==> config.mk <==
export PLATFORM = sky130hd
export DESIGN_NAME = approx_mult_pipe
export DESIGN_NICKNAME = d
export VERILOG_FILES = /design/src/rtl/approx_mult_pipe.sv
export SDC_FILE = /design/constraint.sdc
export NUM_CORES = 1
export LEC_CHECK = 0
export ABC_AREA = 1
export ABC_CLOCK_PERIOD_IN_PS = 4200
export BUFFER_PORTS_ARGS = -buffer_cell sky130_fd_sc_hd__clkbuf_2
export CAP_MARGIN = 10
export CORE_MARGIN = 4
export CORE_UTILIZATION = 30
export CTS_BUF_LIST = sky130_fd_sc_hd__clkbuf_2
export DETAILED_ROUTE_END_ITERATION = 12
export GPL_ROUTABILITY_DRIVEN = 0
export PLACE_DENSITY = 0.47
export SYNTH_ARGS = -nofsm -noshare
export SYNTH_HDL_FRONTEND = slang
export SYNTH_SLANG_ARGS = --single-unit
==> constraint.sdc <==
create_clock -name clk -period 4.2 [get_ports clk]
set_input_delay 0.84 -clock clk [delete_from_list [all_inputs] [get_ports clk]]
set_output_delay 0.84 -clock clk [all_outputs]
set_load 0.03 [all_outputs]
==> src/rtl/approx_mult_pipe.sv <==
// ---------------------------------------------------------------------------
// approx_mult_pipe
//
// Three-stage pipelined WIDTH x WIDTH unsigned multiplier. The precision is
// chosen per transaction: in approximate mode, columns 0..APPROX_COLS-1 of
// the partial-product matrix are OR-compressed and produce no carry. All
// higher columns are always reduced exactly.
//
//   S1 : operand and mode registers
//   S2 : partial-product generation and carry-save reduction to two rows
//   S3 : final carry-propagate add into the output register
//
// Handshake: en = !out_valid | out_ready. Every stage advances only when en
// is high, and in_ready = en. While rst_n is low, in_ready is forced high.
//
// Ports
//   clk        in   rising-edge clock
//   rst_n      in   synchronous active-low reset
//   in_valid   in   operand transfer request
//   in_ready   out  operands are accepted this cycle
//   in_a       in   WIDTH-bit multiplicand, unsigned
//   in_b       in   WIDTH-bit multiplier, unsigned
//   in_approx  in   1 = approximate, 0 = exact
//   out_valid  out  result available
//   out_ready  in   downstream accepts the result
//   out_p      out  2*WIDTH-bit product
//   out_approx out  mode the result was computed in
//
// Optional feature, macro APPROX_MULT_ERR_STAT_EN:
//   out_err    out  exact product minus delivered product, aligned with out_p
//   err_cnt    out  32-bit saturating count of delivered results with a
//                   nonzero out_err; cleared by reset
// ---------------------------------------------------------------------------
module approx_mult_pipe #(
  parameter int WIDTH       = 8,
  parameter int APPROX_COLS = 8
) (
  input  logic                 clk,
  input  logic                 rst_n,
  input  logic                 in_valid,
  output logic                 in_ready,
  input  logic [WIDTH-1:0]     in_a,
  input  logic [WIDTH-1:0]     in_b,
  input  logic                 in_approx,
  output logic                 out_valid,
  input  logic                 out_ready,
  output logic [2*WIDTH-1:0]   out_p,
  output logic                 out_approx
`ifdef APPROX_MULT_ERR_STAT_EN
  ,
  output logic [2*WIDTH-1:0]   out_err,
  output logic [31:0]          err_cnt
`endif
);

  localparam int PW = 2 * WIDTH;

  // Bit c is set for every column that OR-compression covers in approximate mode.
  function automatic logic [PW-1:0] low_mask_f();
    logic [PW-1:0] m;
    m = '0;
    for (int c = 0; c < PW; c++) begin
      m[c] = (c < APPROX_COLS) ? 1'b1 : 1'b0;
    end
    return m;
  endfunction

  // 3:2 carry-save step. The result is {carry row (already shifted), sum row}.
  // The carry out of the top column falls off, so the final result wraps
  // modulo 2^PW.
  function automatic logic [2*PW-1:0] csa_f(input logic [PW-1:0] x,
                                            input logic [PW-1:0] y,
                                            input logic [PW-1:0] z);
    logic [PW-1:0] s;
    logic [PW-1:0] m;
    s = x ^ y ^ z;
    m = (x & y) | (x & z) | (y & z);
    return {m[PW-2:0], 1'b0, s};
  endfunction

  localparam logic [PW-1:0] LOW_MASK = low_mask_f();

  // Handshake
  logic en_s;

  // Stage 1 registers
  logic               s1_valid_r;
  logic [WIDTH-1:0]   s1_a_r;
  logic [WIDTH-1:0]   s1_b_r;
  logic               s1_approx_r;

  // Stage 2 combinational reduction and registers
  logic [PW-1:0]      pp_s;
  logic [PW-1:0]      or_cols_s;
  logic [PW-1:0]      red_sum_s;
  logic [PW-1:0]      red_carry_s;
  logic [2*PW-1:0]    red_csa_s;
  logic               s2_valid_r;
  logic [PW-1:0]      s2_sum_r;
  logic [PW-1:0]      s2_carry_r;
  logic               s2_approx_r;

  // Stage 3 output registers
  logic               out_valid_r;
  logic [PW-1:0]      out_p_r;
  logic               out_approx_r;

`ifdef APPROX_MULT_ERR_STAT_EN
  logic [PW-1:0]      ex_pp_s;
  logic [PW-1:0]      ex_sum_s;
  logic [PW-1:0]      ex_carry_s;
  logic [2*PW-1:0]    ex_csa_s;
  logic [PW-1:0]      s2_ex_sum_r;
  logic [PW-1:0]      s2_ex_carry_r;
  logic [PW-1:0]      s3_final_s;
  logic [PW-1:0]      s3_exact_s;
  logic [PW-1:0]      out_err_r;
  logic [31:0]        err_cnt_r;
`endif

  assign en_s       = !out_valid_r | out_ready;
  assign in_ready   = !rst_n | en_s;
  assign out_valid  = out_valid_r;
  assign out_p      = out_p_r;
  assign out_approx = out_approx_r;

  // Stage 1: capture operands and mode on accept.
  always_ff @(posedge clk) begin
    if (!rst_n) begin
      s1_valid_r  <= 1'b0;
      s1_a_r      <= '0;
      s1_b_r      <= '0;
      s1_approx_r <= 1'b0;
    end else if (en_s) begin
      s1_valid_r <= in_valid;
      if (in_valid) begin
        s1_a_r      <= in_a;
        s1_b_r      <= in_b;
        s1_approx_r <= in_approx;
      end
    end
  end

  // Stage 2 logic: carry-save reduce the partial-product rows to a sum/carry pair.
  // In approximate mode the low columns are removed from the rows before
  // reduction, so no carry can originate there. Their OR is then merged into
  // the sum row. The low bits of the sum row are zero at that point, because
  // carries from the high columns only move left.
  always_comb begin
    pp_s        = '0;
    or_cols_s   = '0;
    red_sum_s   = '0;
    red_carry_s = '0;
    red_csa_s   = '0;
    for (int j = 0; j < WIDTH; j++) begin
      pp_s        = {{WIDTH{1'b0}}, s1_a_r & {WIDTH{s1_b_r[j]}}} << j;
      or_cols_s   = or_cols_s | (pp_s & LOW_MASK);
      pp_s        = s1_approx_r ? (pp_s & ~LOW_MASK) : pp_s;
      red_csa_s   = csa_f(red_sum_s, red_carry_s, pp_s);
      red_sum_s   = red_csa_s[PW-1:0];
      red_carry_s = red_csa_s[2*PW-1:PW];
    end
    red_sum_s = s1_approx_r ? (red_sum_s | or_cols_s) : red_sum_s;
  end

`ifdef APPROX_MULT_ERR_STAT_EN
  // Stage 2 shadow logic: always-exact reduction used to measure the approximation error.
  always_comb begin
    ex_pp_s    = '0;
    ex_sum_s   = '0;
    ex_carry_s = '0;
    ex_csa_s   = '0;
    for (int j = 0; j < WIDTH; j++) begin
      ex_pp_s    = {{WIDTH{1'b0}}, s1_a_r & {WIDTH{s1_b_r[j]}}} << j;
      ex_csa_s   = csa_f(ex_sum_s, ex_carry_s, ex_pp_s);
      ex_sum_s   = ex_csa_s[PW-1:0];
      ex_carry_s = ex_csa_s[2*PW-1:PW];
    end
  end
`endif

  // Stage 2 register: hold the reduced row pair and mode.
  always_ff @(posedge clk) begin
    if (!rst_n) begin
      s2_valid_r  <= 1'b0;
      s2_sum_r    <= '0;
      s2_carry_r  <= '0;
      s2_approx_r <= 1'b0;
    end else if (en_s) begin
      s2_valid_r <= s1_valid_r;
      if (s1_valid_r) begin
        s2_sum_r    <= red_sum_s;
        s2_carry_r  <= red_carry_s;
        s2_approx_r <= s1_approx_r;
      end
    end
  end

`ifdef APPROX_MULT_ERR_STAT_EN
  // Stage 2 shadow register: exact row pair travelling alongside the main pair.
  always_ff @(posedge clk) begin
    if (!rst_n) begin
      s2_ex_sum_r   <= '0;
      s2_ex_carry_r <= '0;
    end else if (en_s && s1_valid_r) begin
      s2_ex_sum_r   <= ex_sum_s;
      s2_ex_carry_r <= ex_carry_s;
    end
  end

  assign s3_final_s = s2_sum_r + s2_carry_r;
  assign s3_exact_s = s2_ex_sum_r + s2_ex_carry_r;
`endif

  // Stage 3: final carry-propagate add into the output register.
  // The register holds its value while the result is stalled.
  always_ff @(posedge clk) begin
    if (!rst_n) begin
      out_valid_r  <= 1'b0;
      out_p_r      <= '0;
      out_approx_r <= 1'b0;
    end else if (en_s) begin
      out_valid_r <= s2_valid_r;
      if (s2_valid_r) begin
        out_p_r      <= s2_sum_r + s2_carry_r;
        out_approx_r <= s2_approx_r;
      end
    end
  end

`ifdef APPROX_MULT_ERR_STAT_EN
  // Stage 3 error register: exact minus delivered product, aligned with out_p.
  always_ff @(posedge clk) begin
    if (!rst_n) begin
      out_err_r <= '0;
    end else if (en_s && s2_valid_r) begin
      out_err_r <= s3_exact_s - s3_final_s;
    end
  end

  // Saturating count of delivered results that carried a nonzero error.
  always_ff @(posedge clk) begin
    if (!rst_n) begin
      err_cnt_r <= 32'd0;
    end else if (out_valid_r && out_ready && (out_err_r != '0) &&
                 (err_cnt_r != 32'hFFFF_FFFF)) begin
      err_cnt_r <= err_cnt_r + 32'd1;
    end
  end

  assign out_err = out_err_r;
  assign err_cnt = err_cnt_r;
`endif

endmodule

Word level (Yosys, flattened, before mapping):

Cells that the tools add are included.

* input bits: 21
* bits in read-only memories: 0
* latch bits: 0
* logic and storage cells: 88
* memory bits (writable): 0
* register bits: 69
* memories: 0

* reductions and logical operators: 5
* div/mod/pow operators: 0
* $add $sub $neg: 1
* equal/unequal tests: 0
* shift-type cells: 0
* $mul: 0
* bitwise gates (word level): 62
* order comparisons: 0
* multiplexer cells: 9

Operators with widths (number)
* $and 8x8->8: 8
* $mux 8: 8
* $or 8x8->8: 7
* $and 14x15->15: 2
* $or 15x15->15: 2
* $and 13x14->14: 2
* $or 14x14->14: 2
* $and 12x13->13: 2
* $or 13x13->13: 2
* $and 11x12->12: 2
* $or 12x12->12: 2
* $and 10x11->11: 2
* $or 11x11->11: 2
* $and 9x10->10: 2
* $or 10x10->10: 2
* $add 16x16->16: 1
* $and 15x15->15: 1
* $mux 15: 1
* $or 15x8->15: 1
* $xor 14x15->15: 1
* $xor 15x15->15: 1
* $and 14x14->14: 1
* $xor 13x14->14: 1
* $xor 14x14->14: 1
* other kinds (17): 21

Longest topological paths before layout:

* depth after elaboration: 22
* depth in mapped cells: 16

Worst setup path after synthesis:

No wires, ideal clock.

* path kind: register to register
* start: reg s1_approx_r
* end: reg s2_sum_r[7]
* stages on the path, launching flop included: 15
* required time: 4.126 ns
* path slack: 0.014 ns
* data arrival time: 4.112 ns
* path buffers: 2
* path through: dfxtp_1 > buf_2 > buf_1 > nor2_1 > ha_1 > inv_1 > fa_1 > fa_1 > fa_1 > fa_1 > inv_1 > fa_1 > fa_1 > nand2_1 > a31oi_1

* word-level cells in the longest chain between the ends: 21
* elaborated cells between the ends (all ways): 49
* classes of those cells: 9 x mux; 40 x bitwise

RTL lines
* start, declared: RTL line 90 `logic s1_approx_r;`
* start signal, assigned: RTL line 139 `s1_approx_r <= in_approx;`
* $mux 8: RTL line 158 `pp_s = s1_approx_r ? (pp_s & ~LOW_MASK) : pp_s;`
* $xor 8x9->9 or $and 8x9->9 (tied branches): RTL line 76, 77
* $and 9x10->10: RTL line 77 `m = (x & y) | (x & z) | (y & z);`
* $or 10x10->10 (2 in a row): RTL line 77
* $and 10x11->11: RTL line 77
* $or 11x11->11 (2 in a row): RTL line 77
* $and 11x12->12: RTL line 77
* $or 12x12->12 (2 in a row): RTL line 77
* $and 12x13->13: RTL line 77
* $or 13x13->13 (2 in a row): RTL line 77
* $and 13x14->14: RTL line 77
* $or 14x14->14 (2 in a row): RTL line 77
* $xor 14x15->15: RTL line 76 `s = x ^ y ^ z;`
* $xor 15x15->15: RTL line 76
* $or 15x8->15: RTL line 163 `red_sum_s = s1_approx_r ? (red_sum_s | or_cols_s) : red_sum_s;`
* $mux 15 *: RTL line 163
* end signal, assigned: RTL line 192 `s2_sum_r <= red_sum_s;`
* end, declared: RTL line 99 `logic [PW-1:0] s2_sum_r;`

Every way passes the cells marked *; elsewhere a longest branch is shown, timed or not.
A chain may end at the register's enable or synchronous reset.

Final worst setup path:

* start: reg s1_b_r[1]
* end: reg s2_sum_r[7]

* word-level cells in the longest chain between the ends: 22
* elaborated cells between the ends (all ways): 50
* classes of those cells: 2 x mux; 48 x bitwise

RTL lines
* start, declared: RTL line 89 `logic [WIDTH-1:0] s1_b_r;`
* start signal, assigned: RTL line 138 `s1_b_r <= in_b;`
* $and 8x8->8 *: RTL line 156 `pp_s = {{WIDTH{1'b0}}, s1_a_r & {WIDTH{s1_b_r[j]}}} << j;`
* $mux 8: RTL line 158
* $xor 8x9->9 or $and 8x9->9 (tied branches): RTL line 76, 77
* $and 9x10->10: RTL line 77
* $or 10x10->10 (2 in a row): RTL line 77
* $and 10x11->11: RTL line 77
* $or 11x11->11 (2 in a row): RTL line 77
* $and 11x12->12: RTL line 77
* $or 12x12->12 (2 in a row): RTL line 77
* $and 12x13->13: RTL line 77
* $or 13x13->13 (2 in a row): RTL line 77
* $and 13x14->14: RTL line 77
* $or 14x14->14 (2 in a row): RTL line 77
* $xor 14x15->15: RTL line 76
* $xor 15x15->15: RTL line 76
* $or 15x8->15: RTL line 163
* $mux 15 *: RTL line 163

Marked as above.

==> results.md <==
- The count of flip-flops with a built-in enable after synthesis is 0.
- The wire length of the first global-routing pass is 17,100 um.
- The number of antenna violations at the first check in global routing is 0.
- Summing all flip-flop and latch instances after layout gives 0.00121 mm^2.
- The number of buffers added on ports is 39.
- The iteration count of the initial detailed-routing pass is 4.
- The share of synthesized registers carrying an async set or reset is 0%.
- After floorplanning, the core was divided into 42 placement rows.
- The overflow left after global routing is 0.
- In this run the tightest slew margin relative to its limit is 59.6%.
- Between clock sinks in the finished design, the worst skew comes to 0.0261 ns.
- The number of vias per cell after detailed routing is 4.49.
- Relative to the synthesized area, the layout overhead comes to 11.3%.
- Cells fill 34.4% of the core in the end.
- Among all flip-flop cells after synthesis, the most frequent one is dfxtp_1.
- The most common cell after layout, fill and taps aside is nand2_1.
- Leaving out fill and tap cells, the most frequent cells in the layout are nand2_1, nor2_1, inv_1.
- The cell occurring most often along the worst timing path is fa_1.
- The ratio of cells with drive above 1 in the final layout is 14.3%.
- The number of failing hold endpoints at the final stage came to 0.
- The design draws 1.24 mW.
- The initial core utilization is 30.9%.
- The total of fill cells in the finished design is 1,467.
- In the global route stage, met1 resource usage came out at 19.2%.
- The footprint of the multi-input gates is 0.00246 mm^2.
- For this run, the post-layout net count is 659.
- The final antenna-violating net count is 0.
- Global routing used 4.52% of the available met3 tracks.
- The mean post-synth cell area is 7.54 um^2.
- At the later pin of the worst-skew pair, clock insertion delay measures 0.55 ns.
- The maximum clock rate is 250 MHz.
- Setup repair after global routing left no endpoint under its margin.
- In this run the worst path has a maximum fanout of 6.
- The global routing stage identified its most utilized layer as met2.
- 40 I/O pins were placed.
- The DRC violation count after routing is 0.
- Across the VDD grid, the largest voltage drop is 140 uV.
- In this run the critical register-to-register path is captured at s2_sum_r[7]$_SDFFE_PN0P_.
- The post-synthesis sequential area ratio is 29.1%.
- The power density over the cells is 269 mW/mm^2.
- The die width is 125 um.
- The met2 track demand over resource in global routing is 19.3%.
- The number of nets produced by synthesis is 625.
- The maximum clock insertion buffer count is 2.
- The total routing resource utilization after global routing is 13.4%.
- For the pin with the worst max-slew slack, the measured transition is 0.604 ns.
- The startpoint type of the worst setup path is a flop.
- The final-report max-slew violation count came to 0.
- The run finished with clean final reports.
- The clock tree synthesis step divided the H-tree into 3 levels.
- The number of CTS-inserted buffers is 9.
- The cell at the root of the clock tree is clkbuf_2.
- Entering global routing, the biggest net connects 49 pins.
- In this run the critical register-to-register path is launched from s1_b_r[1]$_SDFFE_PN0P_.
- The cell leakage power is 2.11 nW.
- The path depth of the worst reg2reg path is 15.
- The routed length per placed instance is 12.7 um.
- Setup violations remaining at the end of the flow were counted as 0.
- Data on the critical path arrives at its endpoint at 4.50 ns.
- For this block, the initial DRC count from the detailed router was 148.
- The total die area is 0.0157 mm^2.
- The total vias in the final route is 3,423.
- For the finished layout, the period the worst path requires is 4.00 ns.
- The synthesized flop and latch total is 60.
- After synthesis, the netlist uses 30 different library cells.
- The share of the cycle needed by the critical path after routing is 95.2%.
- After legalization and detailed placement, the total HPWL measured 7480 um.
- The signal on the critical path passes through nand2_1 > nor2_1 > ha_1 > inv_1 > fa_1 > inv_1 > fa_1 > inv_1 > fa_1 > fa_1 > inv_1 > fa_1 > fa_1 > nand2_1 > a31oi_1.
- The largest individual stage delay along the critical path comes from the cell fa_1.
- The critical path capture point type is a flop.
- The worst stage delay on the critical path is 0.49 ns.
- The chip height is 125 um.
- Synthesis produced 547 cells.
- TritonCTS built the clock tree.
- The clock drives 60 sinks.
- After synthesis the cells add up to 0.00413 mm^2.
- The count of antenna diodes in the layout is 0.
- The type of the worst min-delay path is reg2reg.
- The clock slew at the register clock pins of the worst setup and hold paths is 0.19 ns.
- The core region is 0.0133 mm^2.
- The number of violations of the max-capacitance limit is 0.
- The critical path is of the reg2reg type.
- The routed design has 9680 um of wire.
- The end point of the critical path is s2_sum_r[7]$_SDFFE_PN0P_.
- The number of global-route vias before repair was 3,415.
- The critical path startpoint is s1_b_r[1]$_SDFFE_PN0P_.
- The required arrival time at the worst endpoint is 4.70 ns.
- The setup check on the worst reg-to-reg path leaves a slack of 0.20 ns.
- The count of yosys warnings during synthesis is 0.
[how the worst min path moves through the flow]
| stage | from | end | slack, ns | depth (start not counted) |
|---|---|---|---|---|
| global route | in_b[5] | s1_b_r[5]$_SDFFE_PN0P_ | 0.47 | 3 |
| floorplan | s2_sum_r[1]$_SDFFE_PN0P_ | out_p[1]$_SDFFE_PN0P_ | 0.43 | 2 |
| detailed placement | s2_sum_r[1]$_SDFFE_PN0P_ | out_p[1]$_SDFFE_PN0P_ | 0.45 | 2 |
| CTS | in_b[7] | s1_b_r[7]$_SDFFE_PN0P_ | 0.46 | 3 |
| finish | s2_sum_r[1]$_SDFFE_PN0P_ | out_p[1]$_SDFFE_PN0P_ | 0.49 | 2 |
| global placement | s2_sum_r[1]$_SDFFE_PN0P_ | out_p[1]$_SDFFE_PN0P_ | 0.45 | 2 |
[area by class of cell]
cell class              instances  area share [%]
repair buffers                 57            7.19
multi-input cells             379            53.6
flip-flops and latches         60            26.3
well taps                     176            4.79
clock inverters                 7           0.926
inverters                      74            6.16
clock buffers                   9           0.981
[cell families after synthesis]
logic type               count (synthesis)  share of synthesized area (%)
XOR/XNOR                                 1                          0.212
AND/OR/NAND/NOR                        239                           24.1
flip-flops                              60                           29.1
AO/OA/AOI/OAI                           82                           10.3
adder cells (fa/ha/maj)                 57                           25.1
buffers and inverters                  108                           11.2
[routing by layer]
metal  wire length (um)  share of wire, %
met4                131               1.4
met3                581               6.0
met1               4950                51
met2               4020                42
met5                  0                 0
[metrics by stage]
step                std cells  setup WS (ns)  TNS (ns)  instance area [um^2]  hold WS [ns]
floorplan                 547         0.0139         0                  4130         0.430
global placement          744       -0.00319  -0.00319                  4480         0.449
detailed placement        744        -0.0190   -0.0190                  4480         0.451
CTS                       760         0.0253         0                  4570         0.455
global route              762       0.000752         0                  4590         0.465
finish                    762          0.201         0                  4590         0.485
[registers in the layout, indices dropped and copies added (netlist names)]
signal       cells
out_approx       1
out_p           16
out_valid        1
s1_a_r           8
s1_approx_r      1
s1_b_r           8
s1_valid_r       1
s2_approx_r      1
s2_carry_r       7
s2_sum_r        15
s2_valid_r       1
[cell usage after synthesis (2+ instances only)]
cell type / n / share of area [%]
nor2_1: 91 / 8.3
nand2_1: 103 / 9.4
ha_1: 14 / 4.2
o21ai_1: 5 / 0.61
dfxtp_1: 60 / 29
buf_6: 3 / 0.82
nor3_1: 2 / 0.24
nand3b_1: 2 / 0.36
inv_2: 2 / 0.18
nand2_4: 2 / 0.55
fa_1: 43 / 21
o21ai_0: 47 / 5.7
nand4_1: 4 / 0.61
inv_1: 71 / 6.5
buf_2: 21 / 2.5
a21oi_1: 25 / 3.0
nand3_1: 32 / 3.9
clkbuf_1: 7 / 0.64
a31oi_1: 2 / 0.30
[power by group]
group          internal [mW]  switching, mW  total [mW]  leakage, nW
Clock                 0.0741          0.238       0.312       0.0555
Sequential             0.606         0.0349       0.641        0.495
Combinational          0.104          0.180       0.284         1.56
[worst max-delay path: cells and delay by family (launching register included)]
family                   cells  cell delay, ns
adder cells (fa/ha/maj)      7            2.96
buffers and inverters        4            0.23
AND/OR/NAND/NOR              3            0.20
AO/OA/AOI/OAI                1            0.15
flip-flops                   1            0.41
[repair_timing]
action	4_1_cts	5_1_grt
hold buffers	0	0
endpoints found under the setup margin	1	7
resized for setup	1	6
buffers inserted	0	2
(Power assumes the default switching activity.)
